<file path="src/rtl/fetch_unit_pkg.sv">
// Shared fetch/decode definitions: widths, reset PC default, PC step and the
// buffered fetch entry layout used by fetch, decode, execute and the latch.
package fetch_unit_pkg;

  localparam int ADDR_W  = 32;
  localparam int INSTR_W = 32;

  localparam logic [ADDR_W-1:0] RESET_PC_DEFAULT = 32'h0000_0000;
  localparam logic [ADDR_W-1:0] PC_STEP          = 32'h0000_0004;

  // One fetched instruction together with the address it came from.
  typedef struct packed {
    logic [ADDR_W-1:0]  pc;
    logic [INSTR_W-1:0] instr;
  } fetch_entry_t;

  localparam int ENTRY_W = ADDR_W + INSTR_W;

  // Force an address onto a word boundary (low two bits cleared).
  function automatic logic [ADDR_W-1:0] align_word(input logic [ADDR_W-1:0] addr);
    return {addr[ADDR_W-1:2], 2'b00};
  endfunction

endpackage

</file>
<file path="src/rtl/fetch_unit_fifo.sv">
// fetch_fifo: small synchronous FIFO with push/pop/flush and an occupancy
// count. Pop on empty is ignored; push on full is only taken together with a
// pop. Flush empties the FIFO and takes priority over push and pop.
module fetch_fifo #(
  parameter int WIDTH = 32,
  parameter int DEPTH = 2,
  localparam int PTR_W = $clog2(DEPTH),
  localparam int CNT_W = $clog2(DEPTH) + 1
) (
  input  logic             clk,
  input  logic             reset,
  input  logic             flush,
  input  logic             push,
  input  logic [WIDTH-1:0] push_data,
  input  logic             pop,
  output logic [WIDTH-1:0] pop_data,
  output logic [CNT_W-1:0] count
);

  localparam logic [CNT_W-1:0] FULL_CNT = CNT_W'(DEPTH);

  logic [WIDTH-1:0] mem_q [DEPTH];
  logic [WIDTH-1:0] mem_d [DEPTH];
  logic [PTR_W-1:0] wr_ptr_q, wr_ptr_d;
  logic [PTR_W-1:0] rd_ptr_q, rd_ptr_d;
  logic [CNT_W-1:0] count_q, count_d;
  logic             do_push_s;
  logic             do_pop_s;

  // Next-state for storage, pointers and count.
  always_comb begin
    mem_d    = mem_q;
    wr_ptr_d = wr_ptr_q;
    rd_ptr_d = rd_ptr_q;
    count_d  = count_q;
    do_pop_s  = pop && (count_q != {CNT_W{1'b0}});
    do_push_s = push && ((count_q != FULL_CNT) || do_pop_s);
    if (flush) begin
      wr_ptr_d = {PTR_W{1'b0}};
      rd_ptr_d = {PTR_W{1'b0}};
      count_d  = {CNT_W{1'b0}};
    end else begin
      if (do_push_s) begin
        mem_d[wr_ptr_q] = push_data;
        wr_ptr_d        = wr_ptr_q + PTR_W'(1);
      end else begin
        wr_ptr_d = wr_ptr_q;
      end
      if (do_pop_s) begin
        rd_ptr_d = rd_ptr_q + PTR_W'(1);
      end else begin
        rd_ptr_d = rd_ptr_q;
      end
      case ({do_push_s, do_pop_s})
        2'b10:   count_d = count_q + CNT_W'(1);
        2'b01:   count_d = count_q - CNT_W'(1);
        default: count_d = count_q;
      endcase
    end
  end

  // State registers with synchronous reset.
  always_ff @(posedge clk) begin
    if (reset) begin
      for (int i = 0; i < DEPTH; i++) begin
        mem_q[i] <= {WIDTH{1'b0}};
      end
      wr_ptr_q <= {PTR_W{1'b0}};
      rd_ptr_q <= {PTR_W{1'b0}};
      count_q  <= {CNT_W{1'b0}};
    end else begin
      mem_q    <= mem_d;
      wr_ptr_q <= wr_ptr_d;
      rd_ptr_q <= rd_ptr_d;
      count_q  <= count_d;
    end
  end

  assign pop_data = mem_q[rd_ptr_q];
  assign count    = count_q;

endmodule

</file>
<file path="src/rtl/fetch_unit.sv">
// fetch_unit: owns the program counter, issues in-order instruction fetches
// under a credit limit (in flight + buffered < BUF_DEPTH), tags each request
// with its PC, buffers returned instructions and presents them to the
// fetch/decode latch. A redirect flushes the buffer and discards every
// response still owed for requests issued before it.
module fetch_unit
  import fetch_unit_pkg::*;
#(
  parameter logic [31:0] RESET_PC  = RESET_PC_DEFAULT,
  parameter int          BUF_DEPTH = 2
) (
  input  logic        clk,
  input  logic        reset,
  input  logic        stall,
  input  logic        redirect_valid,
  input  logic [31:0] redirect_pc,
  output logic        imem_req_valid,
  output logic [31:0] imem_req_addr,
  input  logic        imem_req_ready,
  input  logic        imem_resp_valid,
  input  logic [31:0] imem_resp_data,
  output logic        valid,
  output logic [31:0] pc,
  output logic [31:0] instr
);

  localparam int CNT_W = $clog2(BUF_DEPTH) + 1;
  localparam int SUM_W = CNT_W + 1;
  localparam logic [SUM_W-1:0] CREDIT_LIMIT = SUM_W'(BUF_DEPTH);

  logic [ADDR_W-1:0]  fetch_pc_q, fetch_pc_d;
  logic [CNT_W-1:0]   drop_cnt_q, drop_cnt_d;
  logic [ADDR_W-1:0]  last_pc_q, last_pc_d;
  logic [INSTR_W-1:0] last_instr_q, last_instr_d;

  logic [CNT_W-1:0]   in_flight_s;
  logic [CNT_W-1:0]   buf_count_s;
  logic [ADDR_W-1:0]  tag_pc_s;
  logic [ENTRY_W-1:0] buf_head_raw_s;
  fetch_entry_t       buf_head_s;
  fetch_entry_t       buf_push_entry_s;
  logic [SUM_W-1:0]   occupancy_s;
  logic               credit_s;
  logic               req_valid_s;
  logic               accept_s;
  logic               buf_push_s;
  logic               buf_pop_s;
  logic               buf_nonempty_s;

  // Tag queue: PC of every accepted request, popped as responses return.
  // Its occupancy doubles as the in-flight count.
  fetch_fifo #(
    .WIDTH (ADDR_W),
    .DEPTH (BUF_DEPTH)
  ) u_tag_q (
    .clk       (clk),
    .reset     (reset),
    .flush     (1'b0),
    .push      (accept_s),
    .push_data (fetch_pc_q),
    .pop       (imem_resp_valid),
    .pop_data  (tag_pc_s),
    .count     (in_flight_s)
  );

  // Output buffer of {pc, instr} entries presented downstream.
  fetch_fifo #(
    .WIDTH (ENTRY_W),
    .DEPTH (BUF_DEPTH)
  ) u_out_buf (
    .clk       (clk),
    .reset     (reset),
    .flush     (redirect_valid),
    .push      (buf_push_s),
    .push_data (buf_push_entry_s),
    .pop       (buf_pop_s),
    .pop_data  (buf_head_raw_s),
    .count     (buf_count_s)
  );

  // Credit check, request handshake and buffer push/pop decisions.
  always_comb begin
    occupancy_s      = {1'b0, in_flight_s} + {1'b0, buf_count_s};
    credit_s         = occupancy_s < CREDIT_LIMIT;
    req_valid_s      = credit_s & ~redirect_valid & ~reset;
    accept_s         = req_valid_s & imem_req_ready;
    buf_nonempty_s   = buf_count_s != {CNT_W{1'b0}};
    buf_pop_s        = buf_nonempty_s & ~stall;
    buf_head_s       = fetch_entry_t'(buf_head_raw_s);
    buf_push_entry_s = '{pc: tag_pc_s, instr: imem_resp_data};
    // A response arriving during a redirect or while drops are owed is stale.
    buf_push_s       = imem_resp_valid & ~redirect_valid & (drop_cnt_q == {CNT_W{1'b0}});
  end

  // Next fetch PC and the count of stale responses still to be discarded.
  always_comb begin
    fetch_pc_d = fetch_pc_q;
    drop_cnt_d = drop_cnt_q;
    if (redirect_valid) begin
      fetch_pc_d = align_word(redirect_pc);
      // Everything in flight after this cycle belongs to the old stream; a
      // response arriving now is already dropped and no longer in flight.
      drop_cnt_d = in_flight_s - CNT_W'(imem_resp_valid);
    end else begin
      if (accept_s) begin
        fetch_pc_d = fetch_pc_q + PC_STEP;
      end else begin
        fetch_pc_d = fetch_pc_q;
      end
      if (imem_resp_valid && (drop_cnt_q != {CNT_W{1'b0}})) begin
        drop_cnt_d = drop_cnt_q - CNT_W'(1);
      end else begin
        drop_cnt_d = drop_cnt_q;
      end
    end
  end

  // Remember the most recently presented entry so pc/instr hold when empty.
  always_comb begin
    last_pc_d    = last_pc_q;
    last_instr_d = last_instr_q;
    if (buf_nonempty_s) begin
      last_pc_d    = buf_head_s.pc;
      last_instr_d = buf_head_s.instr;
    end else begin
      last_pc_d    = last_pc_q;
      last_instr_d = last_instr_q;
    end
  end

  // Fetch state registers; reset overrides every other event.
  always_ff @(posedge clk) begin
    if (reset) begin
      fetch_pc_q   <= RESET_PC;
      drop_cnt_q   <= {CNT_W{1'b0}};
      last_pc_q    <= 32'h0000_0000;
      last_instr_q <= 32'h0000_0000;
    end else begin
      fetch_pc_q   <= fetch_pc_d;
      drop_cnt_q   <= drop_cnt_d;
      last_pc_q    <= last_pc_d;
      last_instr_q <= last_instr_d;
    end
  end

  assign imem_req_valid = req_valid_s;
  assign imem_req_addr  = fetch_pc_q;
  assign valid          = buf_nonempty_s;
  assign pc             = buf_nonempty_s ? buf_head_s.pc    : last_pc_q;
  assign instr          = buf_nonempty_s ? buf_head_s.instr : last_instr_q;

endmodule

</file>
<file path="config.mk">
export PLATFORM = sky130hd
export DESIGN_NAME = fetch_unit
export DESIGN_NICKNAME = d
export VERILOG_FILES = /design/src/rtl/fetch_unit_pkg.sv /design/src/rtl/fetch_unit_fifo.sv /design/src/rtl/fetch_unit.sv
export SDC_FILE = /design/constraint.sdc
export NUM_CORES = 1
export LEC_CHECK = 0
export CAP_MARGIN = 20
export CORE_MARGIN = 1
export CORE_UTILIZATION = 55
export DETAILED_ROUTE_END_ITERATION = 6
export GPL_TIMING_DRIVEN = 0
export PLACE_DENSITY = 0.79
export SYNTH_ARGS = -nofsm -noshare
export SYNTH_HDL_FRONTEND = slang
export SYNTH_SLANG_ARGS = --single-unit
</file>
<file path="constraint.sdc">
create_clock -name clk -period 7.08 [get_ports clk]
set_input_delay 1.416 -clock clk [delete_from_list [all_inputs] [get_ports clk]]
set_output_delay 1.416 -clock clk [all_outputs]
set_load 0.01 [all_outputs]
</file>
Yosys cells after proc, flatten, opt, wreduce, memory -nomap -nowiden --
Cells that the tools add are included.
Word-level totals: register bits after elaboration 298, bits of input ports 70, output and inout port bits 98, word-level logic and storage cells 92
Operators by class: add/subtract/negate cells 12, order comparisons 7, equal/unequal tests 6, multiplexer cells 20, bitwise logic cells 13, reductions and logical operators 19
Operators with widths (count):
- 32-bit two-way mux | 8
- 64-bit two-way mux | 4
- 128-bit bitwise mux | 1
- 64-bit bitwise mux | 1
- 64-bit demux with 1-bit select | 1
- 32-bit by 3-bit adder with 32-bit output, second input constant | 1
- 32-bit demux with 1-bit select | 1
- 2-bit nonzero test | 7
- 2-bit greater-or-equal comparator, second input constant | 4
- 1-bit NOT with 2-bit output | 4
- 2-bit one-hot mux with 2 select lines | 2
- 1-bit logical AND | 7
- 1-bit AND | 6
- 2-bit by 1-bit subtractor with 2-bit output, second input constant | 3
- 1-bit adder, second input constant | 4
- 2-bit by 1-bit adder with 2-bit output, second input constant | 2
- 2-bit by 1-bit equality test with 1-bit output, second input constant | 2
- 2-bit equality test, second input constant | 2
- 2-bit by 1-bit less-than comparator with 1-bit output, second input constant | 2
- 2-bit two-way mux | 2
- 2-bit != test, second input constant | 2
- 2-bit by 2-bit adder with 3-bit output | 1
- 3-bit by 2-bit less-than comparator with 1-bit output, second input constant | 1
- 1-bit NOT | 3
- other kinds (5) | 6

Longest topological paths before layout --
word-level depth 8, mapped depth 10, mapped depth without buffers 7

Modules after synthesis --
Synthesis repeated with hierarchy kept, for this count alone.
Second synthesis, totals: cells, all modules 1331, area total of the unflattened synthesis 13895.8 um2
By module, submodules not included:
- fetch_fifo at u_out_buf | times used 1, cells an instance 579, area each 6254.7 um2, sequential area each 2642.5 um2
- fetch_unit | times used 1, cells an instance 448, area each 4401.7 um2, sequential area each 1921.8 um2
- fetch_fifo at u_tag_q | times used 1, cells an instance 304, area each 3239.4 um2, sequential area each 1361.3 um2

Worst setup path after synthesis --
OpenSTA, ideal clock, no wires.
path kind input-to-output, start input redirect_valid, end output imem_req_valid, arrival 2159 ps, required time 5664 ps, path slack 3505 ps, cell stages on the path 4, buffers on the path 2, path through buf_6 > or2_1 > buf_2 > nor3_1
Between the ends: word-level cells in the longest chain between the ends 3
Ends and longest elaborated chain:
- start, declared | RTL line fetch_unit.sv:15 | input logic redirect_valid,
- 1-bit NOT (no source line)
- 1-bit AND (2 in a row) | RTL line fetch_unit.sv:85 | req_valid_s = credit_s & ~redirect_valid & ~reset;
- end, declared | RTL line fetch_unit.sv:17 | output logic imem_req_valid,
Every way passes these cells.

Worst setup path after layout --
start input reset, end output imem_req_valid
Between the ends: word-level cells in the longest chain between the ends 2
Ends and longest elaborated chain:
- start, declared | RTL line fetch_unit.sv:13 | input logic reset,
- 1-bit NOT | RTL line fetch_unit.sv:85
- 1-bit AND | RTL line fetch_unit.sv:85
Every way passes these cells.

==> flow_summary.json <==
{
  "grt.overflow.total": 0,
  "crit_path_start_kind": "input pin",
  "cts.repair_timing.setup_buffer_count": 0,
  "synth_area_um2": 11900,
  "synthDistinctLibCells": 48,
  "postLayoutSetupSlackWorst_ns": 2.340,
  "cpLargestDelayFamily": "buffers and inverters",
  "critical_path.most_common_cell": "clkdlybuf4s50_1",
  "routedWlPerCell_um": 17.87,
  "worstReg2RegEnd": "imem_req_addr[7]$_SDFFE_PP0P_",
  "p_leak_nw": 5.146,
  "rows": 53,
  "critical_path_depth_in_cells": 5,
  "first_pass_iteration_count_of_the_detailed_router": 5,
  "i_o_pin_cnt": 168,
  "grt_setup_unrepaired": "no",
  "die_area_um2": 22240,
  "die_height_um": 149.1,
  "syn_inst": 1361,
  "cts.repair.resized": 0,
  "grt_max_degree": 16,
  "min_delay_worst_endpoint": "u_out_buf.mem_q[89]$_SDFFE_PP0P_",
  "tritoncts": "done",
  "synth_top_flop_cell": "dfxtp_1",
  "slowest_delay_ns": 0.60,
  "coreArea_um2": 21090,
  "grt_overall_usage_pct": 29.46,
  "fin_cells": 1848,
  "max_h_tree_level": 1,
  "synth.area.top_cells": "dfxtp_1 48%, mux2i_1 13%, nand2_1 6.6%, nor2_1 5.1%, a211oi_1 4.4%",
  "gp_congestion": 0.9097,
  "area.sequential_um2": 5766,
  "antenna_found_initial": 0,
  "cts_inserted_buffers": 29,
  "finalNetCount": 1630,
  "maxCapViolations": 0,
  "cp.required_ns": 5.66,
  "vias": 10430,
  "synth-edff-count": 0,
  "p_sw_share_pct": 23.70,
  "synth_seq_area_share_pct": 48.43,
  "hold_path_startpoint": "u_out_buf.mem_q[89]$_SDFFE_PP0P_",
  "worst-path-max-fanout": 10,
  "min_delay_path_depth": 2,
  "nFillCells": 1658,
  "place_inst": 1799,
  "worstRegToRegCells": 10,
  "place_worst_setup_slack_ns": 2.360,
  "p_int_mw": 2.729,
  "seq_power_share_pct": 47.7,
  "worst-path-buf-inv": 3,
  "final.min_clock_period_ns": 4.740,
  "ff2ff_setup_slack_ns": 4.11,
  "place.port_buffers": 162,
  "final-hold-violation-count": 0,
  "synth.cells.most_frequent": "288 x dfxtp_1, 210 x nand2_1, 161 x nor2_1",
  "power_mw": 3.577,
  "setup.worst_path.end_class": "output pin",
  "total_switching_power_uw": 847.8,
  "setup_viol_count_final": 0,
  "postSynth.asyncResetShare_pct": 0,
  "reg_to_reg_critical_path_startpoint": "u_tag_q.count[0]$_SDFFE_PP0P_",
  "initial_utilization_pct": 56.45,
  "timing.setup.critical_path_class": "input pin to output pin",
  "syn_area_per_cell_um2": 8.746,
  "worstPathArrival_ns": 3.32,
  "drt_wl_total_um": 33020,
  "final_max_slew_viol_count": 0,
  "achievable-frequency_ghz": 0.2110,
  "vias_in_the_first_global_route": 9965,
  "clkTransAtPathRegs_ns": 0.06,
  "relSlewSlack_pct": 43.58,
  "postSynthRegisterBits": 288,
  "p_per_area_nw_per_um2": 241.0,
  "drt-vias-per-instance": 5.643,
  "worst_setup_skew_after_layout_ns": 0.006135,
  "hold_buffers": 0,
  "areaGrowthSynthToFinish_pct": 24.68,
  "crit_chain": "clkdlybuf4s50_1 > or2_1 > buf_2 > nor3_1 > clkdlybuf4s50_1",
  "timing.setup.tns_ns": 0,
  "min_path_type": "register to register",
  "cell_taking_the_most_area_after_synthesis": "dfxtp_1",
  "chipWidth_um": 149.1,
  "multiInputGateArea_um2": 5610,
  "dpl.hpwl_um": 23300,
  "synth.top_cell.area_share_pct": 48.43,
  "irDropWorstVdd_uv": 176.5,
  "cts.root.buffer_cell": "clkbuf_16",
  "drive_above_1_share_pct": 4.641,
  "clock_insertion_delay_worst_skew_ns": 0.54,
  "finalCritPeriodShare_pct": 66.95,
  "clock_power_share_pct": 43.8,
  "ctsLongestPathBuffers": 3,
  "yosys_warnings": 0,
  "first_iter_violations": 755,
  "synthMostInstantiatedCell": "dfxtp_1",
  "cts_sinks": 288,
  "power.combinational.fraction_pct": 8.5,
  "outcome": "finished clean",
  "grt_pass1_wl_um": 51870,
  "route.detailed.drc": 0,
  "crit_path_top_delay_cell": "clkdlybuf4s50_1",
  "ant_nets": 0,
  "max_slew.worst_pin.slew_ns": 0.8399,
  "n_antenna_cell": 0
}
## layout make-up
class | count | area share, %
plain buffers | 113 | 3.330
clock buffers | 36 | 5.336
clock inverters | 13 | 1.189
inverters | 10 | 0.2529
multi-input cells | 951 | 37.80
flip-flops and latches | 288 | 38.85
well taps | 275 | 2.318
repair buffers | 162 | 10.93
## sequential cells by signal, indices dropped and copies added, names as in the netlist, 2 cells and up
name / cells
imem_req_addr: 30
last_instr_q: 32
last_pc_q: 32
u_out_buf.count: 2
u_tag_q.mem_q: 60
u_out_buf.mem_q: 124
drop_cnt_q: 2
u_tag_q.count: 2
## logic make-up (layout without fill, tap and decap cells)
logic type / count (synthesis) / after routing / share of synthesized area [%]
buffers and inverters: 123 / 334 / 4.467
adders and majority gates: 5 / 5 / 0.5886
xor gates and xnor gates: 22 / 22 / 1.619
DFF: 288 / 288 / 48.43
muxes: 154 / 154 / 12.96
other: 1 / 2 / 0.03150
and+or+nand+nor: 506 / 506 / 18.85
AOI/OAI and AO/OA: 262 / 262 / 13.05
## worst max-delay path by stage
stage                     end           start  slack, ns
2_1_floorplan  imem_req_valid  redirect_valid       3.50
4_1_cts        imem_req_valid           reset       2.36
3_5_place_dp   imem_req_valid           reset       2.36
3_3_place_gp   imem_req_valid           reset       2.37
5_1_grt        imem_req_valid           reset       2.30
6_report       imem_req_valid           reset       2.34
## routing by layer
layer  global-route usage, %  vias up  share of wire [%]
met5                       0        -                  0
li1                        -     5032                  -
met1                   38.47     4954                 43
met4                   11.02        0                3.0
met3                   4.679       75                6.8
met2                   48.95      368                 47
## tightest hold or removal path: cells and delay by family, from the launching register on
kind,cells,cell delay [ns]
flops,1,0.31
simple gates,1,0.05
compound gates,1,0.05
## power groups by stage
stage	Clock (mW)	Sequential (mW)	Combinational, mW
2_1_floorplan	0	1.73	0.162
4_1_cts	1.58	1.70	0.303
5_1_grt	1.65	1.71	0.329
3_5_place_dp	0	1.74	0.301
3_3_place_gp	0	1.74	0.297
6_report	1.57	1.70	0.306
## cell usage in the layout (no fill, tap or decap), drive strengths merged, types with 2 or more instances in the layout
cell type and n:
clkbuf 117, inv 9, a211oi 70, xor2 13
a21oi 82, nor3 8, or2 4, nand4 13
nand3 15, and2 72, a31oi 14, clkdlybuf4s50 162
nand2b 2, ha 4, clkinv 7, xnor2 9
dfxtp 288, mux2i 153, o211ai 4, clkinvlp 3
and3 8, o21ai 76, conb 2, buf 32
nor4 4, a221oi 2, bufinv 4, a32oi 3
nand2 210, o22ai 7, nor2 161, and4 2
## metrics by stage
stage	hold slack (ns)	cell area [um2]	utilization, %
floorplan	0.4357	11910	-
global placement	0.4405	13870	65.79
detailed placement	0.4463	13870	65.79
CTS	0.4551	14840	70.38
global route	0.4716	14840	70.38
finish	0.4529	14840	70.38
No activity file was read; power rests on OpenSTA's default activity.
